`src/rtl/gslcd_v1_0_power_seq_if.sv`:
```
// Control/status bundle between the AXI register block, the timing generator and the
// panel power sequencer. The sequencer takes the slave side.
interface gslcd_v1_0_power_seq_if #(
    parameter int unsigned C_BL_WIDTH = 8
);
    logic                  ENABLE;
    logic [C_BL_WIDTH-1:0] BL_DUTY;
    logic                  FRAME_START;
    logic                  LCD_PWR_EN;
    logic                  TIMING_EN;
    logic                  LCD_DISP;
    logic                  BL_PWM;
    logic                  READY;
    logic                  BUSY;
    logic [2:0]            STATE;

    modport slave (
        input  ENABLE,
        input  BL_DUTY,
        input  FRAME_START,
        output LCD_PWR_EN,
        output TIMING_EN,
        output LCD_DISP,
        output BL_PWM,
        output READY,
        output BUSY,
        output STATE
    );

    modport master (
        output ENABLE,
        output BL_DUTY,
        output FRAME_START,
        input  LCD_PWR_EN,
        input  TIMING_EN,
        input  LCD_DISP,
        input  BL_PWM,
        input  READY,
        input  BUSY,
        input  STATE
    );
endinterface

```
`src/rtl/gslcd_v1_0_power_seq.sv`:
```
// Panel power/enable sequencer: orders supply, timing enable, DISP and backlight on the way
// up and back down. Settle periods are counted in PCLK cycles or in frames (FRAME_START rises).
// All outputs are registered and change on the same edge as the state register.
module gslcd_v1_0_power_seq #(
    parameter int unsigned C_DELAY_WIDTH      = 20,
    parameter int unsigned C_PWR_DELAY_CYCLES = 660000,
    parameter int unsigned C_BL_DELAY_CYCLES  = 330000,
    parameter int unsigned C_SETTLE_FRAMES    = 2,
    parameter int unsigned C_BL_WIDTH         = 8,
    parameter int unsigned C_BL_PRESCALE      = 128
) (
    input  logic                         PCLK,
    input  logic                         RESETN,
    gslcd_v1_0_power_seq_if.slave        bus
);

    typedef enum logic [2:0] {
        StOff      = 3'd0,
        StPwrUp    = 3'd1,
        StTimingUp = 3'd2,
        StDispUp   = 3'd3,
        StRun      = 3'd4,
        StBlDown   = 3'd5,
        StDispDown = 3'd6,
        StPwrDown  = 3'd7
    } state_e;

    localparam int unsigned LP_PRESC_W = (C_BL_PRESCALE > 1) ? $clog2(C_BL_PRESCALE) : 1;

    localparam logic [C_DELAY_WIDTH-1:0] LP_PWR_LAST = C_DELAY_WIDTH'(C_PWR_DELAY_CYCLES - 1);
    localparam logic [C_DELAY_WIDTH-1:0] LP_BL_LAST  = C_DELAY_WIDTH'(C_BL_DELAY_CYCLES - 1);
    localparam logic [3:0]               LP_FRM_LAST = 4'(C_SETTLE_FRAMES - 1);
    localparam logic [LP_PRESC_W-1:0]    LP_PRE_LAST = LP_PRESC_W'(C_BL_PRESCALE - 1);

    // State and sequencing registers
    state_e                   r_state;
    logic [C_DELAY_WIDTH-1:0] r_timer;
    logic [3:0]               r_frames;
    logic                     r_fs_q;
    logic                     r_dwell_done;

    // Backlight PWM registers
    logic [LP_PRESC_W-1:0]    r_presc;
    logic [C_BL_WIDTH-1:0]    r_pwm_cnt;
    logic [C_BL_WIDTH-1:0]    r_duty;

    // Registered outputs
    logic                     r_pwr_en;
    logic                     r_timing_en;
    logic                     r_disp;
    logic                     r_bl_pwm;
    logic                     r_ready;
    logic                     r_busy;

    // Combinational next-state values
    state_e                   w_state_nxt;
    logic                     w_entry;
    logic                     w_fs_rise;
    logic                     w_pwr_done;
    logic                     w_bl_done;
    logic                     w_frm_done;
    logic                     w_pwr_nxt;
    logic                     w_ten_nxt;
    logic                     w_disp_nxt;
    logic                     w_in_run;
    logic                     w_run_entry;
    logic                     w_step;
    logic                     w_pwm_wrap;
    logic [LP_PRESC_W-1:0]    w_presc_nxt;
    logic [C_BL_WIDTH-1:0]    w_pwm_nxt;
    logic [C_BL_WIDTH-1:0]    w_duty_nxt;
    logic                     w_bl_nxt;

    assign w_fs_rise  = bus.FRAME_START & ~r_fs_q;
    assign w_pwr_done = (r_timer == LP_PWR_LAST);
    assign w_bl_done  = (r_timer == LP_BL_LAST);
    assign w_frm_done = w_fs_rise && (r_frames == LP_FRM_LAST);
    assign w_entry    = (w_state_nxt != r_state);

    // Next-state decode; an abort (ENABLE low) takes priority over a timed or frame exit
    always_comb begin
        w_state_nxt = r_state;
        case (r_state)
            StOff: begin
                // Dwell is either already expired or expires on this very edge
                if (bus.ENABLE && (r_dwell_done || w_pwr_done)) begin
                    w_state_nxt = StPwrUp;
                end
            end
            StPwrUp: begin
                if (!bus.ENABLE) begin
                    w_state_nxt = StPwrDown;
                end else if (w_pwr_done) begin
                    w_state_nxt = StTimingUp;
                end
            end
            StTimingUp: begin
                if (!bus.ENABLE) begin
                    w_state_nxt = StPwrDown;
                end else if (w_frm_done) begin
                    w_state_nxt = StDispUp;
                end
            end
            StDispUp: begin
                if (!bus.ENABLE) begin
                    w_state_nxt = StDispDown;
                end else if (w_bl_done) begin
                    w_state_nxt = StRun;
                end
            end
            StRun: begin
                if (!bus.ENABLE) begin
                    w_state_nxt = StBlDown;
                end
            end
            StBlDown: begin
                if (w_bl_done) begin
                    w_state_nxt = StDispDown;
                end
            end
            StDispDown: begin
                if (w_frm_done) begin
                    w_state_nxt = StPwrDown;
                end
            end
            StPwrDown: begin
                if (w_pwr_done) begin
                    w_state_nxt = StOff;
                end
            end
            default: w_state_nxt = StOff;
        endcase
    end

    // Output decode from the next state so outputs move with the state register
    always_comb begin
        w_pwr_nxt  = 1'b0;
        w_ten_nxt  = 1'b0;
        w_disp_nxt = 1'b0;
        case (w_state_nxt)
            StOff:      ;
            StPwrUp:    w_pwr_nxt = 1'b1;
            StTimingUp: begin w_pwr_nxt = 1'b1; w_ten_nxt = 1'b1; end
            StDispUp:   begin w_pwr_nxt = 1'b1; w_ten_nxt = 1'b1; w_disp_nxt = 1'b1; end
            StRun:      begin w_pwr_nxt = 1'b1; w_ten_nxt = 1'b1; w_disp_nxt = 1'b1; end
            StBlDown:   begin w_pwr_nxt = 1'b1; w_ten_nxt = 1'b1; w_disp_nxt = 1'b1; end
            StDispDown: begin w_pwr_nxt = 1'b1; w_ten_nxt = 1'b1; end
            StPwrDown:  w_pwr_nxt = 1'b1;
            default:    ;
        endcase
    end

    // PWM next values; counters only run while RUN is held, and are zero on RUN entry
    always_comb begin
        w_in_run    = (r_state == StRun) && (w_state_nxt == StRun);
        w_run_entry = (r_state != StRun) && (w_state_nxt == StRun);
        w_step      = (r_presc == LP_PRE_LAST);
        w_pwm_wrap  = w_in_run && w_step && (r_pwm_cnt == {C_BL_WIDTH{1'b1}});
        w_presc_nxt = '0;
        w_pwm_nxt   = '0;
        if (w_in_run) begin
            if (!w_step) begin
                w_presc_nxt = r_presc + LP_PRESC_W'(1);
                w_pwm_nxt   = r_pwm_cnt;
            end else begin
                w_pwm_nxt   = r_pwm_cnt + C_BL_WIDTH'(1);
            end
        end
        // Duty is shadowed so a mid-period change only lands at the next period start
        w_duty_nxt = r_duty;
        if (w_run_entry || w_pwm_wrap) begin
            w_duty_nxt = bus.BL_DUTY;
        end
        w_bl_nxt = (w_state_nxt == StRun) && (w_pwm_nxt < w_duty_nxt);
    end

    // State register plus registered status outputs
    always_ff @(posedge PCLK or negedge RESETN) begin
        if (!RESETN) begin
            r_state     <= StOff;
            r_pwr_en    <= 1'b0;
            r_timing_en <= 1'b0;
            r_disp      <= 1'b0;
            r_ready     <= 1'b0;
            r_busy      <= 1'b0;
        end else begin
            r_state     <= w_state_nxt;
            r_pwr_en    <= w_pwr_nxt;
            r_timing_en <= w_ten_nxt;
            r_disp      <= w_disp_nxt;
            r_ready     <= (w_state_nxt == StRun);
            r_busy      <= (w_state_nxt != StRun) && (w_state_nxt != StOff);
        end
    end

    // Cycle timer: cleared on every state entry, saturates instead of wrapping
    always_ff @(posedge PCLK or negedge RESETN) begin
        if (!RESETN) begin
            r_timer <= '0;
        end else if (w_entry) begin
            r_timer <= '0;
        end else if (r_timer != {C_DELAY_WIDTH{1'b1}}) begin
            r_timer <= r_timer + C_DELAY_WIDTH'(1);
        end
    end

    // Frame counter: counts FRAME_START rising edges since state entry, saturating
    always_ff @(posedge PCLK or negedge RESETN) begin
        if (!RESETN) begin
            r_fs_q   <= 1'b0;
            r_frames <= '0;
        end else begin
            r_fs_q <= bus.FRAME_START;
            if (w_entry) begin
                r_frames <= '0;
            end else if (w_fs_rise && (r_frames != 4'hF)) begin
                r_frames <= r_frames + 4'd1;
            end
        end
    end

    // Off-dwell flag: reset leaves it expired so power-up can start on the first edge
    always_ff @(posedge PCLK or negedge RESETN) begin
        if (!RESETN) begin
            r_dwell_done <= 1'b1;
        end else if (w_entry && (w_state_nxt == StOff)) begin
            r_dwell_done <= 1'b0;
        end else if ((r_state == StOff) && w_pwr_done) begin
            r_dwell_done <= 1'b1;
        end
    end

    // Backlight prescaler, PWM counter, duty shadow and PWM output
    always_ff @(posedge PCLK or negedge RESETN) begin
        if (!RESETN) begin
            r_presc   <= '0;
            r_pwm_cnt <= '0;
            r_duty    <= '0;
            r_bl_pwm  <= 1'b0;
        end else begin
            r_presc   <= w_presc_nxt;
            r_pwm_cnt <= w_pwm_nxt;
            r_duty    <= w_duty_nxt;
            r_bl_pwm  <= w_bl_nxt;
        end
    end

    assign bus.LCD_PWR_EN = r_pwr_en;
    assign bus.TIMING_EN  = r_timing_en;
    assign bus.LCD_DISP   = r_disp;
    assign bus.BL_PWM     = r_bl_pwm;
    assign bus.READY      = r_ready;
    assign bus.BUSY       = r_busy;
    assign bus.STATE      = r_state;

endmodule
```
`src/flat_wrapper.sv`:
```
// flat-port wrapper written by rule: the top's interface ports become plain ports
module gslcd_v1_0_power_seq_flat 
#(
    parameter int unsigned C_DELAY_WIDTH      = 20,
    parameter int unsigned C_PWR_DELAY_CYCLES = 660000,
    parameter int unsigned C_BL_DELAY_CYCLES  = 330000,
    parameter int unsigned C_SETTLE_FRAMES    = 2,
    parameter int unsigned C_BL_WIDTH         = 8,
    parameter int unsigned C_BL_PRESCALE      = 128
)
  (PCLK, RESETN, bus_ENABLE, bus_BL_DUTY, bus_FRAME_START, bus_LCD_PWR_EN, bus_TIMING_EN, bus_LCD_DISP, bus_BL_PWM, bus_READY, bus_BUSY, bus_STATE);
  gslcd_v1_0_power_seq_if #(.C_BL_WIDTH(C_BL_WIDTH)) bus_i ();
  input  logic PCLK;
  input  logic RESETN;
  input wire logic [$bits(bus_i.ENABLE)-1:0] bus_ENABLE;
  input wire logic [$bits(bus_i.BL_DUTY)-1:0] bus_BL_DUTY;
  input wire logic [$bits(bus_i.FRAME_START)-1:0] bus_FRAME_START;
  output wire logic [$bits(bus_i.LCD_PWR_EN)-1:0] bus_LCD_PWR_EN;
  output wire logic [$bits(bus_i.TIMING_EN)-1:0] bus_TIMING_EN;
  output wire logic [$bits(bus_i.LCD_DISP)-1:0] bus_LCD_DISP;
  output wire logic [$bits(bus_i.BL_PWM)-1:0] bus_BL_PWM;
  output wire logic [$bits(bus_i.READY)-1:0] bus_READY;
  output wire logic [$bits(bus_i.BUSY)-1:0] bus_BUSY;
  output wire logic [$bits(bus_i.STATE)-1:0] bus_STATE;
  assign bus_i.ENABLE = bus_ENABLE;
  assign bus_i.BL_DUTY = bus_BL_DUTY;
  assign bus_i.FRAME_START = bus_FRAME_START;
  assign bus_LCD_PWR_EN = bus_i.LCD_PWR_EN;
  assign bus_TIMING_EN = bus_i.TIMING_EN;
  assign bus_LCD_DISP = bus_i.LCD_DISP;
  assign bus_BL_PWM = bus_i.BL_PWM;
  assign bus_READY = bus_i.READY;
  assign bus_BUSY = bus_i.BUSY;
  assign bus_STATE = bus_i.STATE;
  gslcd_v1_0_power_seq #(.C_DELAY_WIDTH(C_DELAY_WIDTH), .C_PWR_DELAY_CYCLES(C_PWR_DELAY_CYCLES), .C_BL_DELAY_CYCLES(C_BL_DELAY_CYCLES), .C_SETTLE_FRAMES(C_SETTLE_FRAMES), .C_BL_WIDTH(C_BL_WIDTH), .C_BL_PRESCALE(C_BL_PRESCALE)) u_core (.PCLK(PCLK), .RESETN(RESETN), .bus(bus_i));
endmodule
```
`config.mk`:
```
export PLATFORM = sky130hd
export DESIGN_NAME = gslcd_v1_0_power_seq_flat
export DESIGN_NICKNAME = d
export VERILOG_FILES = /design/src/rtl/gslcd_v1_0_power_seq_if.sv /design/src/rtl/gslcd_v1_0_power_seq.sv /design/src/flat_wrapper.sv
export SDC_FILE = /design/constraint.sdc
export NUM_CORES = 1
export LEC_CHECK = 0
export CAP_MARGIN = 30
export CORE_ASPECT_RATIO = 1.5
export CORE_MARGIN = 3
export CORE_UTILIZATION = 50
export DETAILED_ROUTE_END_ITERATION = 8
export PLACE_DENSITY = 0.69
export SLEW_MARGIN = 20
export SYNTH_ARGS = -nofsm -noshare
export SYNTH_HDL_FRONTEND = slang
export SYNTH_SLANG_ARGS = --single-unit
```
`constraint.sdc`:
```
create_clock -name PCLK -period 8.3 [get_ports PCLK]
set_input_delay 0.83 -clock PCLK [delete_from_list [all_inputs] [get_ports PCLK]]
set_output_delay 0.83 -clock PCLK [all_outputs]
set_load 0.01 [all_outputs]
```
Yosys cells after proc, flatten, opt, wreduce, memory -nomap -nowiden
Index checks and enable logic that the tools add are counted.
Widths: inputs -> output; s select.
- flip-flop bits (word level): 58
- input port bits: 12
- output and inout port bits: 9
- logic and storage cells: 93
- add/subtract/negate cells: 4
- magnitude comparators: 1
- eq/ne operators: 24
- multiplexer cells: 26
- bitwise logic cells: 2
- reductions and logical operators: 22
- operators with widths (kind ; number):
    $mux 20 ; 2
    $mux 3 ; 11
    $eq 3x3->1 const B ; 8
    $mux 8 ; 3
    $pmux 3 s8 ; 1
    $add 20x1->20 const B ; 1
    $eq 20x19->1 const B ; 1
    $eq 20x20->1 const B ; 1
    $ne 20x20->1 const B ; 1
    $mux 7 ; 2
    $eq 3x2->1 const B ; 4
    $logic_and 1x1->1 ; 11
    $add 8x1->8 const B ; 1
    $eq 8x8->1 const B ; 1
    $lt 8x8->1 ; 1
    $mux 4 ; 2
    $add 7x1->7 const B ; 1
    $eq 7x7->1 const B ; 1
    $reduce_or 7->1 ; 1
    $eq 3x1->1 const B ; 2
    $logic_not 3->1 ; 2
    $ne 3x3->1 const B ; 2
    $reduce_bool 2->1 ; 3
    $mux 1 ; 5
    10 further kinds ; 11

Logic depth before layout (Yosys ltp)
Gate-level depths: netlist of the first run.
- depth after elaboration: 14
- mapped depth: 17
- gate-level depth less buffers: 16

Worst setup path before layout of the first run
OpenSTA, ideal clock, no wires.
- kind: reg2reg
- from: register u_core.r_timer[8]
- to: register u_core.r_bl_pwm, in the netlist u_core.bus.BL_PWM
- library setup time: 0.092 ns
- arrival: 3.343 ns
- required time: 8.208 ns
- path slack: 4.865 ns
- cell stages (with the launch flop): 16
- buffers on the path: 0
- clock period less this slack: 3.435 ns
- path through: dfrtp_1 > or4b_4 > or2_1 > nor3_2 > o22ai_1 > a211oi_4 > mux2_2 > inv_1 > ha_1 > a21oi_1 > nor2b_1 > o21ai_0 > nand2_1 > nor2_1 > nand2_1 > o31ai_2
- cells in the longest elaborated chain, start to end: 13
- elaborated cells on any way between the ends: 22
- those cells by class: order compare: 1; eq/ne: 3; mux: 10; reduce/logical: 8
- ends and longest elaborated chain (item ; RTL line ; RTL):
    start, declared ; gslcd_v1_0_power_seq.sv:37 ; logic [C_DELAY_WIDTH-1:0] r_timer;
    start signal, assigned ; gslcd_v1_0_power_seq.sv:203 ; r_timer <= r_timer + C_DELAY_WIDTH'(1);
    $eq 20x20->1 ; gslcd_v1_0_power_seq.sv:75 ; assign w_pwr_done = (r_timer == LP_PWR_LAST);
    $logic_or 1x1->1 ; gslcd_v1_0_power_seq.sv:86 ; if (bus.ENABLE && (r_dwell_done || w_pwr_done)) begin
    $logic_and 1x1->1 ; gslcd_v1_0_power_seq.sv:86 ;
    $mux 3 ; gslcd_v1_0_power_seq.sv:86 ;
    $pmux 3 s8 * ; gslcd_v1_0_power_seq.sv:83 ; case (r_state)
    $eq 3x3->1 * ; gslcd_v1_0_power_seq.sv:155, gslcd_v1_0_power_seq.sv:156 ;
    $logic_and 1x1->1 ; gslcd_v1_0_power_seq.sv:155 ; w_in_run = (r_state == StRun) && (w_state_nxt == StRun);
    $logic_and 1x1->1 (2 in series) ; gslcd_v1_0_power_seq.sv:158 ; w_pwm_wrap = w_in_run && w_step && (r_pwm_cnt == {C_BL_WIDTH{1'b1}});
    $logic_or 1x1->1 * ; gslcd_v1_0_power_seq.sv:171 ; if (w_run_entry || w_pwm_wrap) begin
    $mux 8 * ; gslcd_v1_0_power_seq.sv:171 ;
    named net u_core.w_duty_nxt[5] ; gslcd_v1_0_power_seq.sv:71 ; logic [C_BL_WIDTH-1:0] w_duty_nxt;
    $lt 8x8->1 * ; gslcd_v1_0_power_seq.sv:174 ; w_bl_nxt = (w_state_nxt == StRun) && (w_pwm_nxt < w_duty_nxt);
    $logic_and 1x1->1 * ; gslcd_v1_0_power_seq.sv:174 ;
    named net u_core.w_bl_nxt ; gslcd_v1_0_power_seq.sv:72 ; logic w_bl_nxt;
    end signal, assigned ; gslcd_v1_0_power_seq.sv:244 ; r_bl_pwm <= w_bl_nxt;
    end, declared ; gslcd_v1_0_power_seq.sv:51 ; logic r_bl_pwm;
Mark *: on every way through the listed nets, which the timed path passes. The rest lies on a longest branch.
A chain may end at the register's enable or synchronous reset.

Worst setup path in the final report of the first run
- from: register u_core.r_timer[5]
- to: register u_core.r_bl_pwm, in the netlist u_core.bus.BL_PWM
Same word-level chain as after synthesis.

==> results_dict.tcl, run 1 <==
set metrics [dict create \
    diodes 0 \
    dr.pass1.iters 5 \
    setup.worst_path.end_class "register" \
    met1_usage_pct 19.55 \
    start_util_pct 52.34 \
    cts_tree "built" \
    use_met3_pct 4.134 \
    io_pins 21 \
    antenna_found_initial 0 \
    yosys_warnings 0 \
    slew_viol_final 0 \
    dp.cells 396 \
    final_hold_viol_count 0 \
    die_w_um 70.01 \
    via_per_inst 5.689 \
    htreeDepth 3 \
    r2r_end "u_core.bus.BL_PWM$_DFF_PN0_" \
    ys_async_sr_fraction_pct 100.0 \
    yosysTopAreaCell "dfrtp_1" \
    clk_latency_ns 0.33 \
    ys_ff_latch 58 \
    regToRegStartpoint "u_core.r_timer[5]$_DFFE_PN0P_" \
    setup_viol 0 \
    status "finished clean" \
    final_common_cell "dfrtp_1" \
    syn_avg_cell_area_um2 9.818 \
    yosysUniqueCellTypes 52 \
    synth_top_area_share_pct 46.42 \
    rrSetupSlack_ns 4.43 \
    die_area_um2 7142 \
    fin_crit_ns 3.870 \
    drv_cap 0 \
    globalplace.congestion 0.8596 \
    netlist_area_um2 3073 \
    intPower_uw 432.6 \
    synth_cells 313 \
    p_leak_nw 1.575 \
    fin_nets 359 \
    grt_first_pass_wirelength_um 10410 \
    final_cell_mix "57 x dfrtp_1, 50 x nor2_1, 19 x clkdlybuf4s50_1, 18 x nand2_1, 17 x xnor2_1" \
    instances_no_fill 411 \
    synthTopCellsByArea "dfrtp_1 46%, nor2_1 6.1%, ha_1 4.9%, xnor2_1 4.8%, xor2_1 3.4%" \
    clock_sinks 58 \
    num_rows 34 \
    drt_iter0_drc 171 \
    max_freq_mhz 258.4 \
    synthToLayoutAreaGrowth_pct 13.84 \
    drive_gt1_share_pct 8.555 \
    die_h_um 102.0 \
    ir_worst_vdd_uv 92.33 \
    cp_max_fo 8 \
    timing.slew.headroom_pct 41.36 \
    period_share_pct 46.62 \
    whs_endpoint "u_core.r_presc[0]$_DFF_PN0_" \
    path_clk_slew_ns 0.07 \
    finClkSkew_ns 0.01060 \
    drtAntennaViolNets 0 \
    core-area_um2 5871 \
    wl_per_cell_um 15.03 \
    vias 2338 \
    clockBufferDepth 2 \
    grt_max_degree 59 \
    busiest_layer "met2" \
    io_buffer_count 20 \
    seqPwrFrac_pct 52.8 \
    routed_wirelength_um 6178 \
    cts_root_buf "clkbuf_8" \
    grt_usage_pct 18.43 \
    synth-seq-area-share_pct 47.27 \
    powerDensity_nw_per_um2 163.9 \
    grtUsageMet2_pct 34.45 \
    grt_pass1_vias 2344 \
    cts_buffers 9 \
    rsz0062_at_grt "no" \
    overflow 0 \
    synth_flop_cell "dfrtp_1" \
    hold_class "reg2reg" \
    synth_nets 337 \
    worst_slew_pin_slew_ns 0.8794 \
    reg2regPathDepth 15 \
    worst_ep_arrival_time_ns 4.11 \
    crit_required_ns 8.54 \
    startpoint_type "register" \
    cts_resized 0 \
    synth-edff-count 0 \
    dpl-instance-area_um2 3328 \
    finalSetupTns_ns 0 \
    postCtsHoldBufs 0 \
    final_cell_area_um2 3498 \
    dp_hpwl_um 4460 \
    p_clk_share_pct 40.1 \
    post_cts_buffers 0 \
    netSwitchingPower_uw 140.6 \
    switching_share_pct 24.53 \
    criticalPathCategory "reg2reg" \
    combPwrFrac_pct 7.1 \
    drc 0 \
    min_from "u_core.r_presc[0]$_DFF_PN0_" \
    min_path_cells 1 \
]
[synth_stat cells (2+ instances only)]
library cell  count
xor2_1           12
nand3_1          13
nor4bb_1          2
and4_1            4
nand2_1          18
and2_1            4
and3_1            7
dfrtp_1          57
nand4_1          10
mux2i_1          10
nor2b_1           3
ha_1             12
nor3_1            8
inv_1            16
a21oi_1           8
a211oi_1          3
or3_1             3
nor2_1           50
xnor2_1          17
nor4_1            3
o21ai_0           9
or2_2             3
mux2_2            2
clkbuf_1         10
a22oi_1           2
[final cells by class]
cell class | instances | area, µm²
multi-input combinational | 229 | 1523
timing repair buffer | 21 | 202.7
clock inverter | 3 | 15.01
sequential | 58 | 1453
fill | 508 | 2372
tap | 72 | 90.09
inverter | 16 | 60.06
clock buffer | 12 | 155.1
[how the worst max path moves through the flow]
stage / from / endpoint / slack, ns
finish: u_core.r_timer[5]$_DFFE_PN0P_ / u_core.bus.BL_PWM$_DFF_PN0_ / 4.43
global route: u_core.r_timer[5]$_DFFE_PN0P_ / u_core.bus.BL_PWM$_DFF_PN0_ / 3.95
CTS: u_core.r_timer[5]$_DFFE_PN0P_ / u_core.bus.BL_PWM$_DFF_PN0_ / 4.40
detailed placement: bus_FRAME_START / u_core.bus.BL_PWM$_DFF_PN0_ / 4.21
global placement: bus_ENABLE / u_core.bus.BL_PWM$_DFF_PN0_ / 4.32
floorplan: u_core.r_timer[8]$_DFFE_PN0P_ / u_core.bus.BL_PWM$_DFF_PN0_ / 4.87
[logic make-up (layout without fill, tap and decap cells)]
logic type / Yosys count / after routing / share of synthesized area [%]
adders and majority gates: 12 / 12 / 4.886
buffers and inverters: 26 / 52 / 3.176
DFF: 58 / 58 / 47.27
and+or+nand+nor: 137 / 137 / 22.88
AOI/OAI and AO/OA: 39 / 39 / 9.528
xor gates and xnor gates: 29 / 29 / 8.265
muxes: 12 / 12 / 3.990
[worst max-delay path: stages, from the launching register on]
cell,delay [ns]
dfrtp_1,0.45
nor4_2,0.36
nand4_1,0.29
o32ai_1,0.54
o221ai_2,0.18
a211oi_4,0.48
mux2_2,0.41
inv_1,0.06
ha_1,0.23
a21oi_1,0.13
nor2b_1,0.05
o21ai_0,0.13
nand2_1,0.06
nor2_1,0.12
nand2_1,0.08
o31ai_2,0.18
[flip-flops by register name (all words and copies together) (netlist names), 3 cells and up]
signal and flops:
u_core.r_frames 4, u_core.r_timer 20, u_core.bus.STATE 3, u_core.r_presc 7
u_core.r_duty 8, u_core.r_pwm_cnt 8
[metal layers]
| metal | up-vias | share of wire, % | wire (µm) |
|---|---|---|---|
| met1 | 1150 | 40 | 2492 |
| met5 | - | 0 | 0 |
| met4 | 0 | 1.8 | 110 |
| met3 | 11 | 2.5 | 156 |
| li1 | 1141 | - | - |
| met2 | 36 | 55 | 3417 |
[power groups by stage]
stage,combinational [mW],sequential (mW),clock [mW]
global placement,0.0387,0.308,0
floorplan,0.0231,0.305,0
global route,0.0456,0.305,0.247
CTS,0.0416,0.303,0.235
finish,0.0406,0.302,0.230
detailed placement,0.0415,0.308,0
[through the flow]
| step | hold WS (ns) | utilization (%) | power, mW | setup WS (ns) |
|---|---|---|---|---|
| floorplan | 0.4225 | - | 0.3284 | 4.865 |
| global placement | 0.4393 | 56.69 | 0.3464 | 4.323 |
| detailed placement | 0.4482 | 56.69 | 0.3495 | 4.213 |
| CTS | 0.4570 | 59.59 | 0.5796 | 4.401 |
| global route | 0.4769 | 59.59 | 0.5973 | 3.946 |
| finish | 0.4541 | 59.59 | 0.5732 | 4.430 |
No activity file was read; power rests on OpenSTA's default activity.
==> inputs of run 2 (changes only) <==
--- a/config.mk
+++ b/config.mk
@@ -10,7 +10,7 @@
 export CORE_MARGIN = 3
 export CORE_UTILIZATION = 50
 export DETAILED_ROUTE_END_ITERATION = 8
-export PLACE_DENSITY = 0.69
+export PLACE_DENSITY = 0.72
 export SLEW_MARGIN = 20
 export SYNTH_ARGS = -nofsm -noshare
 export SYNTH_HDL_FRONTEND = slang
==> constraint.sdc (replaced) <==
create_clock -name PCLK -period 3.4 [get_ports PCLK]
set_input_delay 0.34 -clock PCLK [delete_from_list [all_inputs] [get_ports PCLK]]
set_output_delay 0.34 -clock PCLK [all_outputs]
set_load 0.01 [all_outputs]
==> results_dict.tcl, run 2 (synthesized netlist as in run 1, its figures left out) <==
set metrics [dict create \
    status "finished with violations" \
    failed_checks "negative setup slack" \
    startpoint_type "register" \
    wl_per_cell_um 15.88 \
    htreeDepth 3 \
    final_cell_area_um2 4004 \
    drive_gt1_share_pct 22.63 \
    met1_usage_pct 23.84 \
    drt_iter0_drc 217 \
    vias 2543 \
    setup.worst_path.end_class "register" \
    r2r_end "u_core.bus.BL_PWM$_DFF_PN0_" \
    cts_root_buf "clkbuf_8" \
    switching_share_pct 22.44 \
    post-place-ws_ns -0.09608 \
    dp_hpwl_um 4918 \
    p_clk_share_pct 47.0 \
    globalplace.congestion 0.8994 \
    fin_crit_ns 3.507 \
    die_h_um 102.0 \
    timing.slew.headroom_pct 40.56 \
    clk_latency_ns 0.34 \
    rrSetupSlack_ns -0.11 \
    clock_sinks 58 \
    rsz0062_at_grt "yes" \
    cp_max_fo 4 \
    setup_ws_ns -0.1070 \
    routed_wirelength_um 7177 \
    largest_reg_flops 20 \
    cts_tree "built" \
    overflow 0 \
    drv_cap 0 \
    setup_viol 1 \
    synthToLayoutAreaGrowth_pct 30.29 \
    finClkSkew_ns 0.006753 \
    powerDensity_nw_per_um2 397.1 \
    worst_ep_arrival_time_ns 3.76 \
    final_cell_mix "57 x dfrtp_1, 49 x nor2_1, 40 x buf_4, 19 x clkdlybuf4s50_1" \
    dr.pass1.iters 5 \
    reg_top3 "u_core.r_timer (20), u_core.r_duty (8), u_core.r_pwm_cnt (8)" \
    via_per_inst 5.626 \
    core-area_um2 5871 \
    num_rows 34 \
    criticalPathCategory "reg2reg" \
    io_pins 21 \
    largest-register "u_core.r_timer" \
    seqPwrFrac_pct 46.4 \
    diodes 0 \
    cts_buffers 9 \
    final_hold_viol_count 0 \
    postCtsHoldBufs 0 \
    busiest_layer "met2" \
    use_met3_pct 6.693 \
    clockBufferDepth 2 \
    die_w_um 70.01 \
    intPower_mw 1.233 \
    die_area_um2 7142 \
    finalSetupTns_ns -0.1070 \
    path_clk_slew_ns 0.07 \
    drtAntennaViolNets 0 \
    crit_required_ns 3.65 \
    antenna_found_initial 0 \
    grt_pass1_vias 2624 \
    io_buffer_count 20 \
    max_freq_mhz 285.1 \
    grt_max_degree 34 \
    slew_viol_final 0 \
    grt_usage_pct 21.61 \
    reg2regPathDepth 13 \
    start_util_pct 52.34 \
    regToRegStartpoint "u_core.r_timer[18]$_DFFE_PN0P_" \
    hold_class "in2async" \
    final_util_pct 68.20 \
    grtUsageMet2_pct 39.04 \
    drc 0 \
    final_common_cell "dfrtp_1" \
    period_share_pct 103.1 \
    combPwrFrac_pct 6.5 \
    worst_slew_pin_slew_ns 0.8913 \
    grt_first_pass_wirelength_um 12010 \
    ir_worst_vdd_uv 257.0 \
    fin_nets 399 \
    dpl-instance-area_um2 3581 \
    netSwitchingPower_uw 356.7 \
    p_leak_nw 1.805 \
]
-- run 2: cell type report --
type	count	area, µm²
well taps	72	90.09
repair buffers	61	506.7
multi-input cells	229	1657
flip-flops and latches	58	1453
fillers	434	1867
inverters	16	60.06
clock inverters	4	72.57
clock buffers	12	165.2
-- run 2: timing repair --
action	CTS	global route
resized for setup	13	9
cloned	0	0
pin swaps	6	8
setup buffers	5	3
endpoints found under the setup margin	1	1
-- run 2: routing by layer --
metal	up-vias	share of wire, %	wire [µm]
li1	1229	-	-
met1	1223	40	2849
met2	68	53	3814
met3	23	3.5	251
met4	0	3.7	263
met5	-	0	0
-- run 2: critical path, stage by stage, from the launching register on --
cell and delay, ns:
dfrtp_1 0.39, or4b_4 0.57, or2_4 0.26, nor3_4 0.20, o22ai_2 0.14, a211oi_4 0.39
mux2i_1 0.31, ha_1 0.30, a211o_1 0.28, a21oi_2 0.14, nand2_1 0.08, nor2_2 0.10
nand2_1 0.07, o31ai_2 0.19
-- run 2: worst max-delay path by stage --
| stage | from | end | slack, ns |
|---|---|---|---|
| 6_report | u_core.r_timer[18]$_DFFE_PN0P_ | u_core.bus.BL_PWM$_DFF_PN0_ | -0.11 |
| 5_1_grt | u_core.r_timer[5]$_DFFE_PN0P_ | u_core.bus.BL_PWM$_DFF_PN0_ | -0.27 |
| 4_1_cts | u_core.r_timer[11]$_DFFE_PN0P_ | u_core.bus.BL_PWM$_DFF_PN0_ | -0.0004 |
| 3_5_place_dp | bus_FRAME_START | u_core.bus.BL_PWM$_DFF_PN0_ | -0.1 |
| 3_3_place_gp | u_core.r_timer[8]$_DFFE_PN0P_ | u_core.bus.BL_PWM$_DFF_PN0_ | 0.0002 |
| 2_1_floorplan | u_core.r_timer[8]$_DFFE_PN0P_ | u_core.bus.BL_PWM$_DFF_PN0_ | 0.01 |
-- run 2: per-stage QoR --
step | std cells | power (mW) | hold slack [ns]
2_1_floorplan | 313 | 0.8018 | 0.04441
5_1_grt | 452 | 1.655 | 0.1129
3_5_place_dp | 428 | 0.8552 | 0.4465
3_3_place_gp | 428 | 0.8473 | 0.4354
6_report | 452 | 1.590 | 0.05560
4_1_cts | 449 | 1.605 | 0.07049
-- run 2: power groups by stage --
stage / combinational (mW) / clock, mW / sequential (mW)
4_1_cts: 0.105 / 0.762 / 0.739
5_1_grt: 0.119 / 0.795 / 0.742
3_3_place_gp: 0.0969 / 0 / 0.750
2_1_floorplan: 0.0565 / 0 / 0.745
3_5_place_dp: 0.104 / 0 / 0.751
6_report: 0.104 / 0.748 / 0.738
==> inputs of run 3 (changes only) <==
--- a/config.mk
+++ b/config.mk
@@ -7,10 +7,10 @@
 export LEC_CHECK = 0
 export CAP_MARGIN = 30
 export CORE_ASPECT_RATIO = 1.5
-export CORE_MARGIN = 3
+export CORE_MARGIN = 5
 export CORE_UTILIZATION = 50
 export DETAILED_ROUTE_END_ITERATION = 8
-export PLACE_DENSITY = 0.72
+export PLACE_DENSITY = 0.69
 export SLEW_MARGIN = 20
 export SYNTH_ARGS = -nofsm -noshare
 export SYNTH_HDL_FRONTEND = slang
==> constraint.sdc (replaced) <==
create_clock -name PCLK -period 3.85 [get_ports PCLK]
set_input_delay 0.385 -clock PCLK [delete_from_list [all_inputs] [get_ports PCLK]]
set_output_delay 0.385 -clock PCLK [all_outputs]
set_load 0.01 [all_outputs]
==> results_dict.tcl, run 3 (synthesized netlist as in run 1, its figures left out) <==
set metrics [dict create \
    status "finished clean" \
    grt_first_pass_wirelength_um 11050 \
    reg_top3 "u_core.r_timer (20), u_core.r_duty (8), u_core.r_pwm_cnt (8)" \
    cp_max_fo 4 \
    routed_wirelength_um 6457 \
    drv_cap 0 \
    max_stage_delay_ns 0.57 \
    dp.cells 401 \
    path_delay_family "simple AND/OR/NAND/NOR gates" \
    ir_worst_vdd_uv 210.6 \
    dp_hpwl_um 4618 \
    criticalPathCategory "reg2reg" \
    htreeDepth 3 \
    drc 0 \
    p_clk_share_pct 43.8 \
    fin_nets 365 \
    crit_top_cell "nand2_1" \
    vias 2378 \
    slowest_stage "or4b_4" \
    dpl-instance-area_um2 3353 \
    critPathBufInv 1 \
    die_h_um 106.0 \
    start_util_pct 50.48 \
    largest_reg_flops 20 \
    clockBufferDepth 2 \
    io_buffer_count 20 \
    globalplace.congestion 0.9040 \
    clock_sinks 58 \
    final_common_cell "dfrtp_1" \
    p_total_mw 1.309 \
    post-place-ws_ns 0.1425 \
    path_cells "or4b_4 -> or2_1 -> nor3_2 -> o22ai_1 -> a211oi_4 -> buf_4 -> mux2i_1 -> ha_1 -> a211o_1 -> a21oi_1 -> nand2_1 -> nor2_1 -> nand2_1 -> o31ai_2" \
    setup.worst_path.end_class "register" \
    final_cell_area_um2 3587 \
    worst_ep_arrival_time_ns 3.86 \
    num_rows 35 \
    postCtsHoldBufs 0 \
    fill_cells 527 \
    final_cell_mix "57 x dfrtp_1, 50 x nor2_1, 19 x clkdlybuf4s50_1, 18 x nand2_1, 17 x xnor2_1" \
    overflow 0 \
    finalSetupTns_ns 0 \
    period_share_pct 93.41 \
    antenna_found_initial 0 \
    powerDensity_nw_per_um2 364.9 \
    timing.slew.headroom_pct 38.39 \
    grt_pass1_vias 2401 \
    largest-register "u_core.r_timer" \
    via_per_inst 5.662 \
    drtAntennaViolNets 0 \
    max_freq_mhz 278.1 \
    final_util_pct 58.93 \
    synthToLayoutAreaGrowth_pct 16.73 \
    diodes 0 \
    setup_viol 0 \
    startpoint_type "register" \
    grt_usage_pct 18.32 \
    cts_root_buf "clkbuf_8" \
    dr.pass1.iters 4 \
    crit_required_ns 4.11 \
    netSwitchingPower_uw 322.5 \
    slew_viol_final 0 \
    wl_per_cell_um 15.37 \
    fin_crit_ns 3.596 \
    drt_iter0_drc 184 \
    hold_ws_ns 0.04337 \
    instances_no_fill 420 \
    combPwrFrac_pct 6.4 \
    finClkSkew_ns 0.01112 \
    worst_slew_pin_slew_ns 0.9238 \
    hold_class "in2async" \
    cts_buffers 9 \
    core-area_um2 6087 \
    p_leak_nw 1.608 \
    clk_latency_ns 0.35 \
    final_hold_viol_count 0 \
    die_w_um 74.01 \
    die_area_um2 7846 \
    switching_share_pct 24.64 \
    path_clk_slew_ns 0.07 \
    drive_gt1_share_pct 10.98 \
    seqPwrFrac_pct 49.8 \
    grt_max_degree 32 \
    intPower_uw 986.3 \
    io_pins 21 \
    cts_tree "built" \
    setup_ws_ns 0.2536 \
]
-- run 3: final timing paths --
path                                                         to                          start  slack (ns)  cells after the start
max in group asynchronous       u_core.r_dwell_done$_DFFE_PN1P_                         RESETN        2.96                      2
worst max register to register      u_core.bus.BL_PWM$_DFF_PN0_  u_core.r_timer[8]$_DFFE_PN0P_        0.25                     14
min in group PCLK                   u_core.r_presc[0]$_DFF_PN0_    u_core.r_presc[0]$_DFF_PN0_        0.45                      1
worst max-delay path                u_core.bus.BL_PWM$_DFF_PN0_  u_core.r_timer[8]$_DFFE_PN0P_        0.25                     14
worst min-delay path             u_core.r_frames[0]$_DFFE_PN0P_                         RESETN        0.04                      1
worst min register to register      u_core.r_presc[0]$_DFF_PN0_    u_core.r_presc[0]$_DFF_PN0_        0.45                      1
-- run 3: power by group through the flow --
stage | Sequential [mW] | Clock (mW) | Combinational [mW]
floorplan | 0.658 | 0 | 0.0499
global placement | 0.662 | 0 | 0.0829
detailed placement | 0.663 | 0 | 0.0843
CTS | 0.651 | 0.584 | 0.0858
global route | 0.653 | 0.613 | 0.0952
finish | 0.652 | 0.573 | 0.0840
-- run 3: repair_timing --
item / in CTS / in global routing
resized for setup: 0 / 1
buffers inserted: 0 / 3
setup endpoints to repair: 0 / 1
-- run 3: final cells by class --
class                           count  area [µm²]  share of cell area, %
Clock inverter                      6       66.31                  1.849
Timing Repair Buffer               27       247.7                  6.906
Multi-Input combinational cell    229        1530                  42.66
Sequential cell                    58        1453                  40.50
Inverter                           16       60.06                  1.674
Clock buffer                       10       137.6                  3.837
Tap cell                           74       92.59                  2.581
-- run 3: metal layers --
| metal | part of all wire [%] | track usage (%) |
|---|---|---|
| met1 | 42 | 21.83 |
| met4 | 1.9 | 8.420 |
| met2 | 53 | 29.31 |
| met5 | 0 | 0 |
| met3 | 2.7 | 6.055 |
